===== src/rtl/note_pkg.sv =====
// Shared definitions for the note playback path.
// Holds the note memory geometry, the rest code and the 2-bit playback
// state encoding. The tone generator debug view uses the same encoding.
package note_pkg;

  localparam int ADDR_W = 6;   // note memory address width (64 entries)
  localparam int NOTE_W = 8;   // stored note code width

  localparam logic [NOTE_W-1:0] REST = '0;  // code 0 = silence

  typedef enum logic [1:0] {
    IDLE  = 2'd0,
    FETCH = 2'd1,
    LATCH = 2'd2,
    HOLD  = 2'd3
  } state_e;

endpackage


===== src/rtl/tick_timer.sv =====
// Hold-time down-counter for the note player.
// Ports:
//   clk_i      - clock, rising edge
//   rst_ni     - synchronous active-low reset
//   load_i     - load load_val_i into the counter (wins over en_i)
//   load_val_i - value loaded on load_i
//   en_i       - count down while enabled
//   expired_o  - count has reached 0 while enabled
module tick_timer #(
  parameter int W = 24
) (
  input  logic         clk_i,
  input  logic         rst_ni,
  input  logic         load_i,
  input  logic [W-1:0] load_val_i,
  input  logic         en_i,
  output logic         expired_o
);

  logic [W-1:0] cnt_q, cnt_d;

  always_comb begin
    cnt_d = cnt_q;
    if (load_i) begin
      cnt_d = load_val_i;
    end else if (en_i && (cnt_q != '0)) begin
      cnt_d = cnt_q - W'(1);
    end
  end

  always_ff @(posedge clk_i) begin
    if (!rst_ni) begin
      cnt_q <= '0;
    end else begin
      cnt_q <= cnt_d;
    end
  end

  assign expired_o = en_i && (cnt_q == '0);

endmodule


===== src/rtl/note_player.sv =====
// Note playback stage. Walks the note memory from address 0 to
// note_count-1, holding each note on note_out for NOTE_TICKS cycles,
// optionally looping, and aborting on stop.
// Ports:
//   clock      - clock, rising edge
//   reset      - synchronous active-low reset
//   play       - start request (only looked at while idle)
//   stop       - abort request
//   loop_en    - restart at address 0 after the last note
//   note_count - number of recorded notes, 0 = empty
//   mem_data   - note memory read data, one cycle after RE
//   read_addr  - note memory read address
//   RE         - note memory read enable
//   note_out   - note code to the tone generator
//   note_valid - note_out is meaningful
//   busy       - playback in progress
//   done       - one-cycle pulse on normal end of playback
//
// state | meaning
// IDLE  | waiting for play
// FETCH | RE asserted at read_addr
// LATCH | mem_data captured into note_out, hold timer loaded
// HOLD  | note held until the timer expires
module note_player #(
  parameter int TICK_W     = 24,
  parameter int NOTE_TICKS = 12_500_000
) (
  input  logic                          clock,
  input  logic                          reset,
  input  logic                          play,
  input  logic                          stop,
  input  logic                          loop_en,
  input  logic [note_pkg::ADDR_W-1:0]   note_count,
  input  logic [note_pkg::NOTE_W-1:0]   mem_data,
  output logic [note_pkg::ADDR_W-1:0]   read_addr,
  output logic                          RE,
  output logic [note_pkg::NOTE_W-1:0]   note_out,
  output logic                          note_valid,
  output logic                          busy,
  output logic                          done
);

  import note_pkg::*;

  localparam logic [ADDR_W-1:0] ONE_A     = ADDR_W'(1);
  localparam logic [TICK_W-1:0] HOLD_LAST = TICK_W'(NOTE_TICKS - 1);

  state_e              state_q, state_d;
  logic [ADDR_W-1:0]   addr_q, addr_d;
  logic [ADDR_W-1:0]   count_q, count_d;
  logic [NOTE_W-1:0]   note_q, note_d;
  logic                valid_q, valid_d;
  logic                done_q, done_d;

  logic                tmr_load, tmr_en, tmr_expired;

  tick_timer #(.W(TICK_W)) u_tick_timer (
    .clk_i      (clock),
    .rst_ni     (reset),
    .load_i     (tmr_load),
    .load_val_i (HOLD_LAST),
    .en_i       (tmr_en),
    .expired_o  (tmr_expired)
  );

  always_ff @(posedge clock) begin
    if (!reset) begin
      state_q <= IDLE;
      addr_q  <= '0;
      count_q <= '0;
      note_q  <= REST;
      valid_q <= 1'b0;
      done_q  <= 1'b0;
    end else begin
      state_q <= state_d;
      addr_q  <= addr_d;
      count_q <= count_d;
      note_q  <= note_d;
      valid_q <= valid_d;
      done_q  <= done_d;
    end
  end

  always_comb begin
    state_d  = state_q;
    addr_d   = addr_q;
    count_d  = count_q;
    note_d   = note_q;
    valid_d  = valid_q;
    done_d   = 1'b0;
    tmr_load = 1'b0;
    tmr_en   = 1'b0;

    // stop outranks both play and the hold expiry
    if (stop && (state_q != IDLE)) begin
      state_d = IDLE;
      valid_d = 1'b0;
    end else begin
      unique case (state_q)
        IDLE: begin
          if (play && !stop) begin
            if (note_count != '0) begin
              count_d = note_count;
              addr_d  = '0;
              state_d = FETCH;
            end else begin
              done_d = 1'b1;
            end
          end
        end
        FETCH: state_d = LATCH;
        LATCH: begin
          note_d   = mem_data;
          valid_d  = 1'b1;
          tmr_load = 1'b1;
          state_d  = HOLD;
        end
        HOLD: begin
          tmr_en = 1'b1;
          if (tmr_expired) begin
            if (addr_q != (count_q - ONE_A)) begin
              addr_d  = addr_q + ONE_A;
              state_d = FETCH;
            end else if (loop_en && (note_count != '0)) begin
              // note_count is only re-sampled at the wrap
              addr_d  = '0;
              count_d = note_count;
              state_d = FETCH;
            end else begin
              if (loop_en) count_d = note_count;
              state_d = IDLE;
              done_d  = 1'b1;
              valid_d = 1'b0;
            end
          end
        end
        default: state_d = IDLE;
      endcase
    end
  end

  // note_out keeps the previous note through FETCH/LATCH so there is no gap
  assign read_addr  = addr_q;
  assign RE         = (state_q == FETCH);
  assign note_out   = note_q;
  assign note_valid = valid_q;
  assign busy       = (state_q != IDLE);
  assign done       = done_q;

endmodule


===== config.mk =====
export PLATFORM = sky130hd
export DESIGN_NAME = note_player
export DESIGN_NICKNAME = d
export VERILOG_FILES = /design/src/rtl/note_pkg.sv /design/src/rtl/tick_timer.sv /design/src/rtl/note_player.sv
export SDC_FILE = /design/constraint.sdc
export NUM_CORES = 1
export LEC_CHECK = 0
export ABC_AREA = 1
export CORE_MARGIN = 5
export CORE_UTILIZATION = 61
export DETAILED_ROUTE_END_ITERATION = 16
export HOLD_SLACK_MARGIN = 0.15
export PLACE_DENSITY = 0.94
export SLEW_MARGIN = 40
export SYNTH_ARGS = -nofsm -noshare
export SYNTH_HDL_FRONTEND = slang
export SYNTH_HIERARCHICAL = 1
export SYNTH_SLANG_ARGS = --single-unit

===== constraint.sdc =====
create_clock -name clock -period 5.5 [get_ports clock]
set_clock_uncertainty 0.2 [all_clocks]
set_input_delay 1.1 -clock clock [delete_from_list [all_inputs] [get_ports clock]]
set_output_delay 1.1 -clock clock [all_outputs]
set_load 0.01 [all_outputs]

* Word-level counts from Yosys, hierarchy flattened *
Cells that the tools add are included.

word-level totals
  input bits = 19
  logic and storage cells = 80
  bits in registers = 48
  output and inout port bits = 18

operators by class
  reduce and logical (&&, ||, !) cells = 21
  equality and inequality tests = 11
  add/sub/neg operators = 3
  multiplexer cells = 35
  bitwise logic cells = 2

operators with widths
  kind                     count
  $mux W6                  11
  $mux W24                 2
  $logic_not A24 Y1        1
  $pmux W6 S2              2
  $reduce_bool A24 Y1      1
  $sub A24 B1 Y24 const B  1
  $mux W1                  14
  $ne A2 B2 Y1 const B     5
  $pmux W2 S4              1
  $reduce_bool A2 Y1       4
  $reduce_and A7 Y1        1
  $add A6 B1 Y6 const B    1
  $mux W2                  3
  $ne A3 B3 Y1 const B     2
  $ne A6 B6 Y1             1
  $reduce_and A6 Y1        1
  $reduce_bool A6 Y1       1
  $sub A6 B1 Y6 const B    1
  $logic_and A1 B1 Y1      5
  $eq A2 B2 Y1 const B     2
  $pmux W1 S2              2
  $reduce_and A4 Y1        1
  $reduce_or A2 Y1         2
  $reduce_and A3 Y1        1
  5 further kinds          6

* Longest topological paths before layout *
  word-level depth = 6
  gate-level depth with buffers = 15

* Cells and area by module *
Netlist, hierarchy kept.

modules (own cells, without submodules)
  module       area an instance (um^2)  cells each  instances
  tick_timer   1834.3                   316         1
  note_player  1491.4                   224         1

* Worst setup path after synthesis *
OpenSTA, ideal clock, no wires.

  path type = input-to-reg
  start = in stop
  end = reg u_tick_timer.cnt_q[4]
  library setup time = 0.113 ns
  stages on the path = 10
  setup slack = 2.657 ns
  arrival = 2.529 ns
  path through = inv_1 > nor2_1 > inv_1 > nand2_1 > clkinv_1 > inv_1 > clkbuf_1 > a31oi_1 > nor2_1 > nor2_1

on the way
  elaborated cells between the ends (all ways) = 6

RTL lines
  what                                                   RTL line           text
  from (decl)                                            note_player.sv:31  input logic stop,
  $logic_and A1 B1 Y1 *                                  note_player.sv:95  if (stop && (state_q != IDLE)) begin
  $mux W1 *                                              note_player.sv:95
  named net tmr_load                                     note_player.sv:55  logic tmr_load, tmr_en, tmr_expired;
  $mux W24 / $reduce_bool A2 Y1 (equally long branches)  --
  to (signal assigned)                                   tick_timer.sv:35   cnt_q <= cnt_d;
  to (decl)                                              tick_timer.sv:20   logic [W-1:0] cnt_q, cnt_d;

Mark *: on every way through the listed nets, which the timed path passes. The rest lies on a longest branch.
A chain may end at the register's enable or synchronous reset.

* Final worst setup path *
  start = in stop
  end = reg u_tick_timer.cnt_q[22]

on the way
  word-level cells in the longest chain between the ends = 3
  elaborated cells between the ends (all ways) = 5

ends and longest elaborated chain
  what                        RTL line
  $logic_and A1 B1 Y1         note_player.sv:95
  $mux W1                     note_player.sv:95
  named net tmr_load          note_player.sv:55
  $reduce_or A2 Y1 (no line)  --

The timed path passes the listed nets, and every way through them passes these cells.

==> results.ini <==
[routing]
route.detailed.drc=0
drt-pass1-iter-count=5
drt.antenna.violating_nets=0
vias_per_cell=5.34
wl_per_cell_um=12.4
drt_wl_total_mm=8.25
via_count=3562
drtIter0Drc=234

[power_and_ir_drop]
p_total_mw=2.94
power_density_nw_per_um2=751
ir_drop_mv=0.523
leakage_nw=1.84

[sta]
fmax_ghz=0.255
finalSetupTns_ps=0
setup_violations=0
worstMarginPinSlew_ps=764
period_needed_ps=3930
finalCritPeriodShare_pct=71.4
slew_headroom_pct=49.0
slew_viol_final=0
rsz0062_at_grt=false
hold_viol=0

[cts]
clk_pin_slew_worst_paths_ps=80
cts_setup_buffers=0
clock_path_buffers=2
tritoncts=yes
hold_buffers=0
cts.sinks=48
clock_latency_ps=310
htree_levels=2
cts-root-buf=clkbuf_8
cts_resized=0
cts_buffers=5

[outcome]
status=complete, no violations

[placement]
port_buffers=36
gp_congestion=0.913
placedCellCount=659
dp_hpwl_mm=5.99

[floorplan]
coreArea_um2=5200
fp.dieH_um=83.8
boundaryPins=37
rows=26
die_w_um=83.8
die-area_um2=7030
start_util_pct=63.9

[yosys]
synth-xor-area-share_pct=4.74
synthDistinctLibCells=32
synth_top_flop_cell=dfxtp_1
synthTopCellsByCount=nand2_1, nor2_1, nand3_1
synth-simple-area-share_pct=48.0
synth_top_family_by_area=simple AND/OR/NAND/NOR gates
netlist_top_cells_area=dfxtp_1, nand2_1, nor2_1
synth-compound-area-share_pct=7.19
synthMostInstantiatedCell=nand2_1
yosys.area_share.adder_pct=3.01
yosysWarnings=6
syn_area_per_cell_um2=6.16
synthMuxAreaShare_pct=0
synth_top_cell_by_area=dfxtp_1
synthArstFlopShare_pct=0
synth_edf_count=0
ys_seq_area_share_pct=28.9
synthCells=540
ys_ff_latch=48
synth_top_cell_area_share_pct=28.9
synth_area_um2=3330

[critical_path]
path_max_fanout=30
arrival_ps=3950
crit_slowest_cell=inv_1
worstSetupStartpointType=input pin
required_ps=5530
crit_family=buffers and inverters
critPathMaxStageDelay_ps=600
path_buf_inv=6
crit_chain=clkdlybuf4s50_1 -> inv_1 -> nor2_1 -> inv_1 -> nand2_1 -> clkinv_1 -> buf_4 -> inv_1 -> nand3_2 -> a21oi_1 -> nor2_1 -> nor2_1
cp-end-kind=flip-flop
criticalPathCategory=input pin to flip-flop

[min_path]
worstHoldPathType=flip-flop to flip-flop

[finish]
nFillCells=402
final_util_pct=75.3
area_growth_pct=17.8
num_antenna_cells=0
fin_cells=667
nets=623
drive_above_1_share_pct=8.88

[global_routing]
grt_pass1_vias=3293
overflow=0
grt_max_degree=31
antenna_found_initial=0
grt_use_total_pct=23.4
grt_pass1_wl_mm=14.0

[run]
maxCapViolations=0

-- per-stage QoR --
stage / instance area [um2] / setup WS (ps) / hold slack, ps
after floorplan: 3410 / 2660 / 266
after global placement: 3800 / 1440 / 251
after detailed placement: 3800 / 1340 / 258
after CTS: 3920 / 1600 / 271
after global routing: 3920 / 1280 / 283
final: 3920 / 1570 / 263
-- cell type report --
type,instances,area (um2),share of cell area [%]
Clock buffer,5,68.8,1.76
Inverter,54,204,5.21
Tap cell,70,87.6,2.24
Multi-Input combinational cell,450,2180,55.7
Sequential cell,48,961,24.5
Timing Repair Buffer,37,368,9.39
Clock inverter,3,46.3,1.18
-- sequential cells by signal (all words and copies together) (netlist names) --
name                cells
count_q                 6
done                    1
note_out                8
note_valid              1
read_addr               6
state_q                 2
u_tick_timer/cnt_q     24
-- final timing paths --
kind,from,slack (ps),end,cells past startpoint
setup / recovery,stop,1570,u_tick_timer/cnt_q[22],12
hold / removal,note_valid,260,note_valid,2
setup reg to reg,state_q[0],2090,u_tick_timer/cnt_q[22],12
hold reg to reg,note_valid,260,note_valid,2
-- kinds of logic after synthesis --
| family | count (synthesis) |
|---|---|
| AO/OA/AOI/OAI | 47 |
| buffers and inverters | 64 |
| flip-flops | 48 |
| other | 2 |
| AND/OR/NAND/NOR | 356 |
| XOR/XNOR | 15 |
| adder cells (fa/ha/maj) | 8 |
-- metal layers --
layer,up-vias,track usage [%],share of wire (%)
met4,0,10.4,2.5
met3,22,3.55,5.8
met1,1619,25.8,40
li1,1789,-,-
met2,132,43.7,52
met5,-,0,0
-- worst min-delay path: stages, from the launching register on --
cell and delay, ps:
dfxtp_1 320, nand2_1 60, a21oi_1 50
-- where the power goes --
group	switching, mW	leakage, nW	internal, mW
Clock	0.127	0.0548	0.137
Combinational	1.32	1.40	0.740
Sequential	0.146	0.392	0.471
-- placed cells by master (no fill, tap or decap), drive strengths merged --
cell / instances
xnor2: 4
clkinvlp: 1
nand4: 9
conb: 24
a21oi: 24
and3: 1
clkinv: 3
o21ai: 21
inv: 52
nor2: 130
clkdlybuf4s50: 36
nor3: 7
a31oi: 1
dfxtp: 48
nand2: 151
clkbuf: 5
nand3: 58
bufinv: 1
xor2: 11
buf: 1
ha: 8
o21bai: 1
No activity file was read; power rests on OpenSTA's default activity.
